--- src/rtl/ip_codma_bus_arbiter.sv ---
// ip_codma_bus_arbiter
// Round-robin arbiter for the codma memory bus. It is the only driver of the bus
// read/write/addr/size lines. An owner keeps the bus from its request until it pulses
// its done line, and priority then rotates to the next index.
//
// Optional feature: define CODMA_ARB_TIMEOUT_EN to build in the watchdog. The watchdog
// moves the FSM to ARB_ERROR when a transaction spends TIMEOUT_CYCLES cycles in ASK+OWNED.
// Without the macro, timeout_err_o is tied low.
//
// Ports
//   clk_i, reset_n_i   clock, asynchronous active-low reset
//   stop_i             abort: drop ownership and return to idle
//   req_i              per-requester level request
//   req_write_i        per-requester direction (1 = write)
//   req_addr_i         packed 32-bit addresses, requester 0 in the LSBs
//   req_size_i         packed SIZE_W-bit sizes
//   req_done_i         owner's one-cycle completion pulse
//   gnt_o              one-hot ownership grant
//   owner_o            index of the current or last owner
//   busy_o             high in every state except ARB_IDLE
//   bus_read_o/_write_o/_addr_o/_size_o   bus request to the memory bus
//   bus_grant_i        bus accepts the pending request
//   timeout_err_o      sticky watchdog error
//
// state       | meaning
// ARB_IDLE    | no owner; scan requests from rr_ptr
// ARB_ASK     | owner selected, bus request driven, waiting for bus_grant_i
// ARB_OWNED   | grant given to owner, waiting for its req_done_i
// ARB_RELEASE | one cycle to drop the grant and advance rr_ptr
// ARB_ERROR   | watchdog expired; held until stop_i (watchdog build only)
module ip_codma_bus_arbiter #(
    parameter int NUM_REQ        = 3,
    parameter int SIZE_W         = 8,
    parameter int IDLE_SIZE      = 9,
    parameter int TIMEOUT_CYCLES = 64
) (
    input  logic                       clk_i,
    input  logic                       reset_n_i,
    input  logic                       stop_i,
    input  logic [NUM_REQ-1:0]         req_i,
    input  logic [NUM_REQ-1:0]         req_write_i,
    input  logic [NUM_REQ*32-1:0]      req_addr_i,
    input  logic [NUM_REQ*SIZE_W-1:0]  req_size_i,
    input  logic [NUM_REQ-1:0]         req_done_i,
    output logic [NUM_REQ-1:0]         gnt_o,
    output logic [$clog2(NUM_REQ)-1:0] owner_o,
    output logic                       busy_o,
    output logic                       bus_read_o,
    output logic                       bus_write_o,
    output logic [31:0]                bus_addr_o,
    output logic [SIZE_W-1:0]          bus_size_o,
    input  logic                       bus_grant_i,
    output logic                       timeout_err_o
);

    localparam int                IDX_W     = $clog2(NUM_REQ);
    localparam logic [SIZE_W-1:0] SIZE_IDLE = SIZE_W'(IDLE_SIZE);
    localparam logic [IDX_W-1:0]  IDX_LAST  = IDX_W'(NUM_REQ - 1);

    if (NUM_REQ < 2 || TIMEOUT_CYCLES < 2) begin : g_cfg_chk
        $error("ip_codma_bus_arbiter: NUM_REQ and TIMEOUT_CYCLES must be at least 2");
    end

    typedef enum logic [2:0] {
        ARB_IDLE    = 3'd0,
        ARB_ASK     = 3'd1,
        ARB_OWNED   = 3'd2,
        ARB_RELEASE = 3'd3,
        ARB_ERROR   = 3'd4
    } arb_state_t;

    arb_state_t       r_state;
    logic [IDX_W-1:0] r_rr_ptr;
    logic [IDX_W-1:0] r_idx;

    int               w_cand;
    logic [IDX_W-1:0] w_cand_idx;
    logic             w_any_req;
    logic [IDX_W-1:0] w_sel_idx;
    logic [NUM_REQ-1:0] w_idx_onehot;

    // Walk candidates from farthest to nearest so the one closest to rr_ptr is kept.
    always_comb begin
        w_any_req  = 1'b0;
        w_sel_idx  = r_rr_ptr;
        w_cand     = 0;
        w_cand_idx = '0;
        for (int k = NUM_REQ - 1; k >= 0; k--) begin
            w_cand = int'(r_rr_ptr) + k;
            if (w_cand >= NUM_REQ) begin
                w_cand = w_cand - NUM_REQ;
            end
            w_cand_idx = IDX_W'(w_cand);
            if (req_i[w_cand_idx]) begin
                w_any_req = 1'b1;
                w_sel_idx = w_cand_idx;
            end
        end
    end

    assign w_idx_onehot = NUM_REQ'(1) << r_idx;

`ifdef CODMA_ARB_TIMEOUT_EN
    localparam int               TMR_W    = $clog2(TIMEOUT_CYCLES);
    localparam logic [TMR_W-1:0] TMR_LOAD = TMR_W'(TIMEOUT_CYCLES - 1);

    logic [TMR_W-1:0] r_tmr;
    logic             w_tmr_expire;

    // Down-counter loaded outside ASK/OWNED; reaching zero in the last allowed cycle trips it.
    assign w_tmr_expire = ((r_state == ARB_ASK) || (r_state == ARB_OWNED)) && (r_tmr == '0);
`else
    assign timeout_err_o = 1'b0;
`endif

    always_ff @(posedge clk_i or negedge reset_n_i) begin
        if (!reset_n_i) begin
            r_state     <= ARB_IDLE;
            r_rr_ptr    <= '0;
            r_idx       <= '0;
            gnt_o       <= '0;
            owner_o     <= '0;
            busy_o      <= 1'b0;
            bus_read_o  <= 1'b0;
            bus_write_o <= 1'b0;
            bus_addr_o  <= '0;
            bus_size_o  <= SIZE_IDLE;
`ifdef CODMA_ARB_TIMEOUT_EN
            r_tmr         <= TMR_LOAD;
            timeout_err_o <= 1'b0;
`endif
        end else if (stop_i) begin
            r_state     <= ARB_IDLE;
            gnt_o       <= '0;
            busy_o      <= 1'b0;
            bus_read_o  <= 1'b0;
            bus_write_o <= 1'b0;
            bus_addr_o  <= '0;
            bus_size_o  <= SIZE_IDLE;
`ifdef CODMA_ARB_TIMEOUT_EN
            r_tmr         <= TMR_LOAD;
            timeout_err_o <= 1'b0;
        end else if (w_tmr_expire) begin
            r_state       <= ARB_ERROR;
            gnt_o         <= '0;
            busy_o        <= 1'b1;
            bus_read_o    <= 1'b0;
            bus_write_o   <= 1'b0;
            bus_addr_o    <= '0;
            bus_size_o    <= SIZE_IDLE;
            timeout_err_o <= 1'b1;
`endif
        end else begin
`ifdef CODMA_ARB_TIMEOUT_EN
            if ((r_state == ARB_ASK) || (r_state == ARB_OWNED)) begin
                r_tmr <= r_tmr - 1'b1;
            end else begin
                r_tmr <= TMR_LOAD;
            end
`endif
            case (r_state)
                ARB_IDLE: begin
                    if (w_any_req) begin
                        r_state     <= ARB_ASK;
                        r_idx       <= w_sel_idx;
                        owner_o     <= w_sel_idx;
                        busy_o      <= 1'b1;
                        bus_read_o  <= !req_write_i[w_sel_idx];
                        bus_write_o <= req_write_i[w_sel_idx];
                        bus_addr_o  <= req_addr_i[32*int'(w_sel_idx) +: 32];
                        bus_size_o  <= req_size_i[SIZE_W*int'(w_sel_idx) +: SIZE_W];
                    end else begin
                        busy_o      <= 1'b0;
                        bus_read_o  <= 1'b0;
                        bus_write_o <= 1'b0;
                        bus_addr_o  <= '0;
                        bus_size_o  <= SIZE_IDLE;
                    end
                end
                ARB_ASK: begin
                    // Grant takes precedence over a same-cycle withdraw.
                    if (bus_grant_i) begin
                        r_state     <= ARB_OWNED;
                        gnt_o       <= w_idx_onehot;
                        bus_read_o  <= 1'b0;
                        bus_write_o <= 1'b0;
                    end else if (!req_i[r_idx]) begin
                        r_state     <= ARB_IDLE;
                        busy_o      <= 1'b0;
                        bus_read_o  <= 1'b0;
                        bus_write_o <= 1'b0;
                        bus_addr_o  <= '0;
                        bus_size_o  <= SIZE_IDLE;
                    end
                end
                ARB_OWNED: begin
                    if (req_done_i[r_idx]) begin
                        r_state    <= ARB_RELEASE;
                        gnt_o      <= '0;
                        bus_addr_o <= '0;
                        bus_size_o <= SIZE_IDLE;
                    end
                end
                ARB_RELEASE: begin
                    r_state  <= ARB_IDLE;
                    busy_o   <= 1'b0;
                    r_rr_ptr <= (r_idx == IDX_LAST) ? '0 : r_idx + 1'b1;
                end
`ifdef CODMA_ARB_TIMEOUT_EN
                ARB_ERROR: begin
                end
                default: begin
                    r_state       <= ARB_ERROR;
                    gnt_o         <= '0;
                    busy_o        <= 1'b1;
                    bus_read_o    <= 1'b0;
                    bus_write_o   <= 1'b0;
                    bus_addr_o    <= '0;
                    bus_size_o    <= SIZE_IDLE;
                    timeout_err_o <= 1'b1;
                end
`else
                default: begin
                    r_state     <= ARB_IDLE;
                    gnt_o       <= '0;
                    busy_o      <= 1'b0;
                    bus_read_o  <= 1'b0;
                    bus_write_o <= 1'b0;
                    bus_addr_o  <= '0;
                    bus_size_o  <= SIZE_IDLE;
                end
`endif
            endcase
        end
    end

endmodule

--- config.mk ---
export PLATFORM = sky130hd
export DESIGN_NAME = ip_codma_bus_arbiter
export DESIGN_NICKNAME = d
export VERILOG_FILES = /design/src/rtl/ip_codma_bus_arbiter.sv
export SDC_FILE = /design/constraint.sdc
export NUM_CORES = 1
export LEC_CHECK = 0
export BUFFER_PORTS_ARGS = -buffer_cell sky130_fd_sc_hd__buf_2
export CAP_MARGIN = 20
export CORE_MARGIN = 3
export CORE_UTILIZATION = 45
export CTS_CLUSTER_DIAMETER = 80
export DETAILED_ROUTE_END_ITERATION = 7
export PLACE_DENSITY = 0.82
export SLEW_MARGIN = 20
export SYNTH_ARGS = -nofsm -noshare
export SYNTH_HDL_FRONTEND = slang
export SYNTH_SLANG_ARGS = --single-unit
--- constraint.sdc ---
create_clock -name clk_i -period 3.37 [get_ports clk_i]
set_input_delay 0 -clock clk_i [delete_from_list [all_inputs] [get_ports clk_i]]
set_output_delay 0 -clock clk_i [all_outputs]
set_load 0.01 [all_outputs]
==> impl_results.md <==
* Sequential power share at 0.226
* H-tree Lvls at 2
* Largest net degree at the start of global routing at 42
* Sequential share of the synthesized area at 0.396
* Syn. warnings at 0
* Highest clock rate at 0.319 GHz
* TNS Setup at 0 ns
* Syn nets at 455
* Antenna violations before repair at 0
* Vias at 3,836
* Max Slew Vio Count at 0
* Min-Delay Path Class: in -> reg
* Commonest non-fill, non-tap cell in the layout: buf_2
* EDFF count, synth at 0
* Post-place instance area at ~4200 sq um
* Clock sink count at 52
* PortBufs at 180
* Crit-path max FO at 29
* CP required at 3.55 ns
* Final Util at 0.757
* Gate power share at 0.683
* Final Hold Fails at 0
* 1st-iter DRT viols at 190
* Synth Flop Type: dfrtp_1
* GRT Residual Overflow at 0
* Clock Root Buffer: clkbuf_8
* CTS Buf Count at 5
* Int Pwr at approximately 2.3 mW
* Asr flop ratio synth at 1.00
* CTS tree: done
* Ant. Diodes at 0
* Post-route ant nets at 0
* Worst hold margin at 0.00334 ns
* Final setup violation count at 0
* Share of cells above drive strength 1 at 0.411
* Setup Crit Path Kind: reg -> reg
* Max VDD drop at 759 uV
* Synthesized area at 3290 sq um
* Synthesis-stage register bit count at 52
* Final HPWL DP at 7550 um
* Clock slew at reported path FFs at 0.10 ns
* 1st-pass router iterations at 5
* Final Non-Filler Cells at approximately 670
* Final instance area at 5260 sq um
* Post-Place Cells at about 570
* Most frequent cells in the layout: buf_2 (180), dlygate4sd3_1 (88), dfrtp_1 (50)
* Max-Cap Viols at 0
* Normalized max-slew margin at 0.621
* Min Tclk post-route at 3.14 ns
* Post-Place Worst Slack at 0.0762 ns
* Startpoint types: register
* Vias in the first global route at 4,046
* Switching Fraction at 0.450
* Rows at 30
* DIE HEIGHT at slightly above 90 um
* Skew final at 0.0135 ns
* PD cells at just under 800 nW/um^2
* Yosys cell types at 50
* Part of the cycle the worst path needs at 0.932
* Clock latency on the worst-skew pair at 0.30 ns
* Area growth, synth to finish at 59.8%
* P_sw at 1.85 mW
* Clk pwr share at 0.092
* Total power at 4.11 mW
* Status: complete, no violations
* Core footprint at just under 7000 sq um
* Vias/cell at 5.70
* Routed WL at between 10,000 and 15,000 um
* Final setup margin at 0.231 ns
* Arrival @ worst endpoint at approximately 3.3 ns
* Final net count at between 700 and 800
* Gate Count Post-Synth at 315
* Routability congestion estimate at 0.889
* Avg Cell Area, Syn at ~10 sq um
* Wire per inst at 19.1 um
* Worst-margin pin slew at 0.569 ns
* Die W at between 90 and 100 um
* I/O pins at 182
* Critical Path End Type: register
* Initial Util at 0.474
* First-pass GRT wire length at 19,700 um
* RSZ-0062 raised after global routing: false
* Drt drc at 0
* Leakage at between 2 and 3 nW
* CTS max path bufs at 2
* Global Route Usage Sum at 0.296
* Die ar. at ~8400 sq um
metal layers:
| metal | global-route usage | share of wire |
|---|---|---|
| met1 | 0.311 | 0.35 |
| met2 | 0.545 | 0.53 |
| met3 | 0.0713 | 0.082 |
| met4 | 0.146 | 0.042 |
| met5 | 0 | 0 |
power groups by stage:
| stage | combinational [mW] | sequential [mW] | clock (mW) |
|---|---|---|---|
| after floorplan | 1.75 | 0.949 | 0 |
| after global placement | 2.27 | 0.917 | 0 |
| after detailed placement | 2.36 | 0.923 | 0 |
| after CTS | 2.62 | 0.913 | 0.380 |
| after global routing | 3.01 | 0.943 | 0.400 |
| final | 2.81 | 0.929 | 0.377 |
final timing paths:
check	start	end	slack, ns	cells past startpoint
max	r_rr_ptr[0]	bus_addr_o[30]	0.23	10
min	req_addr_i[41]	bus_addr_o[9]	0.003	3
max reg2reg	r_rr_ptr[0]	bus_addr_o[30]	0.23	10
min reg2reg	bus_size_o[3]	bus_size_o[3]	0.46	2
max in group asynchronous	reset_n_i	bus_addr_o[5]	2.36	3
min in group asynchronous	reset_n_i	bus_addr_o[7]	0.23	2
kinds of logic after synthesis:
| group | after synthesis | share of synthesized area |
|---|---|---|
| compound gates | 119 | 0.289 |
| flops | 52 | 0.396 |
| fa+ha+maj | 7 | 0.0266 |
| mux | 45 | 0.140 |
| other cells | 1 | 0.00114 |
| simple gates | 54 | 0.0833 |
| buf+inv | 37 | 0.0639 |
cell usage after synthesis, types with 3 or more instances:
cell type,n,share of area
a21o_1,3,0.0068
a22o_1,4,0.011
a22oi_1,18,0.041
a22oi_2,20,0.076
buf_2,12,0.018
buf_4,3,0.0068
buf_6,6,0.021
clkbuf_1,4,0.0046
dfrtp_1,50,0.38
ha_1,7,0.027
inv_1,12,0.014
mux2i_1,41,0.12
nand2_1,21,0.024
nand2b_1,3,0.0057
nand3_1,5,0.0076
nor2_1,6,0.0068
nor2b_1,7,0.013
o211ai_1,3,0.0068
o21ai_0,27,0.041
o21ai_1,21,0.032
what timing repair did:
action	4_1_cts	5_1_grt
setup buffers	0	5
hold buffers	88	0
endpoints found under the setup margin	0	32
hold endpoints to repair	64	0
resized for setup	0	5
flip-flops by register name, indices dropped and copies added, names as in the netlist:
| name | cells |
|---|---|
| bus_addr_o | 32 |
| bus_size_o | 8 |
| busy_o | 1 |
| r_idx | 2 |
| bus_write_o | 1 |
| bus_read_o | 1 |
| r_state | 2 |
| r_rr_ptr | 2 |
| gnt_o | 3 |
worst max-delay path, stage by stage (launching register included):
cell           delay, ns
dfrtp_1             0.41
inv_1               0.10
ha_2                0.46
nand3b_1            0.19
o211ai_1            0.18
nand4_1             0.27
nand2_4             0.18
buf_12              0.24
mux2i_1             0.29
dlygate4sd3_1       0.61
o21ai_1             0.10
area by class of cell:
type	instances	area [sq um]
Multi-Input combinational cell	226	1800
Tap cell	96	120
Inverter	12	45.0
Clock buffer	6	82.6
Clock inverter	2	15.0
Fill cell	431	1690
Sequential cell	52	1300
Timing Repair Buffer	279	1890
Note: power is estimated with default switching activity, not from simulation.
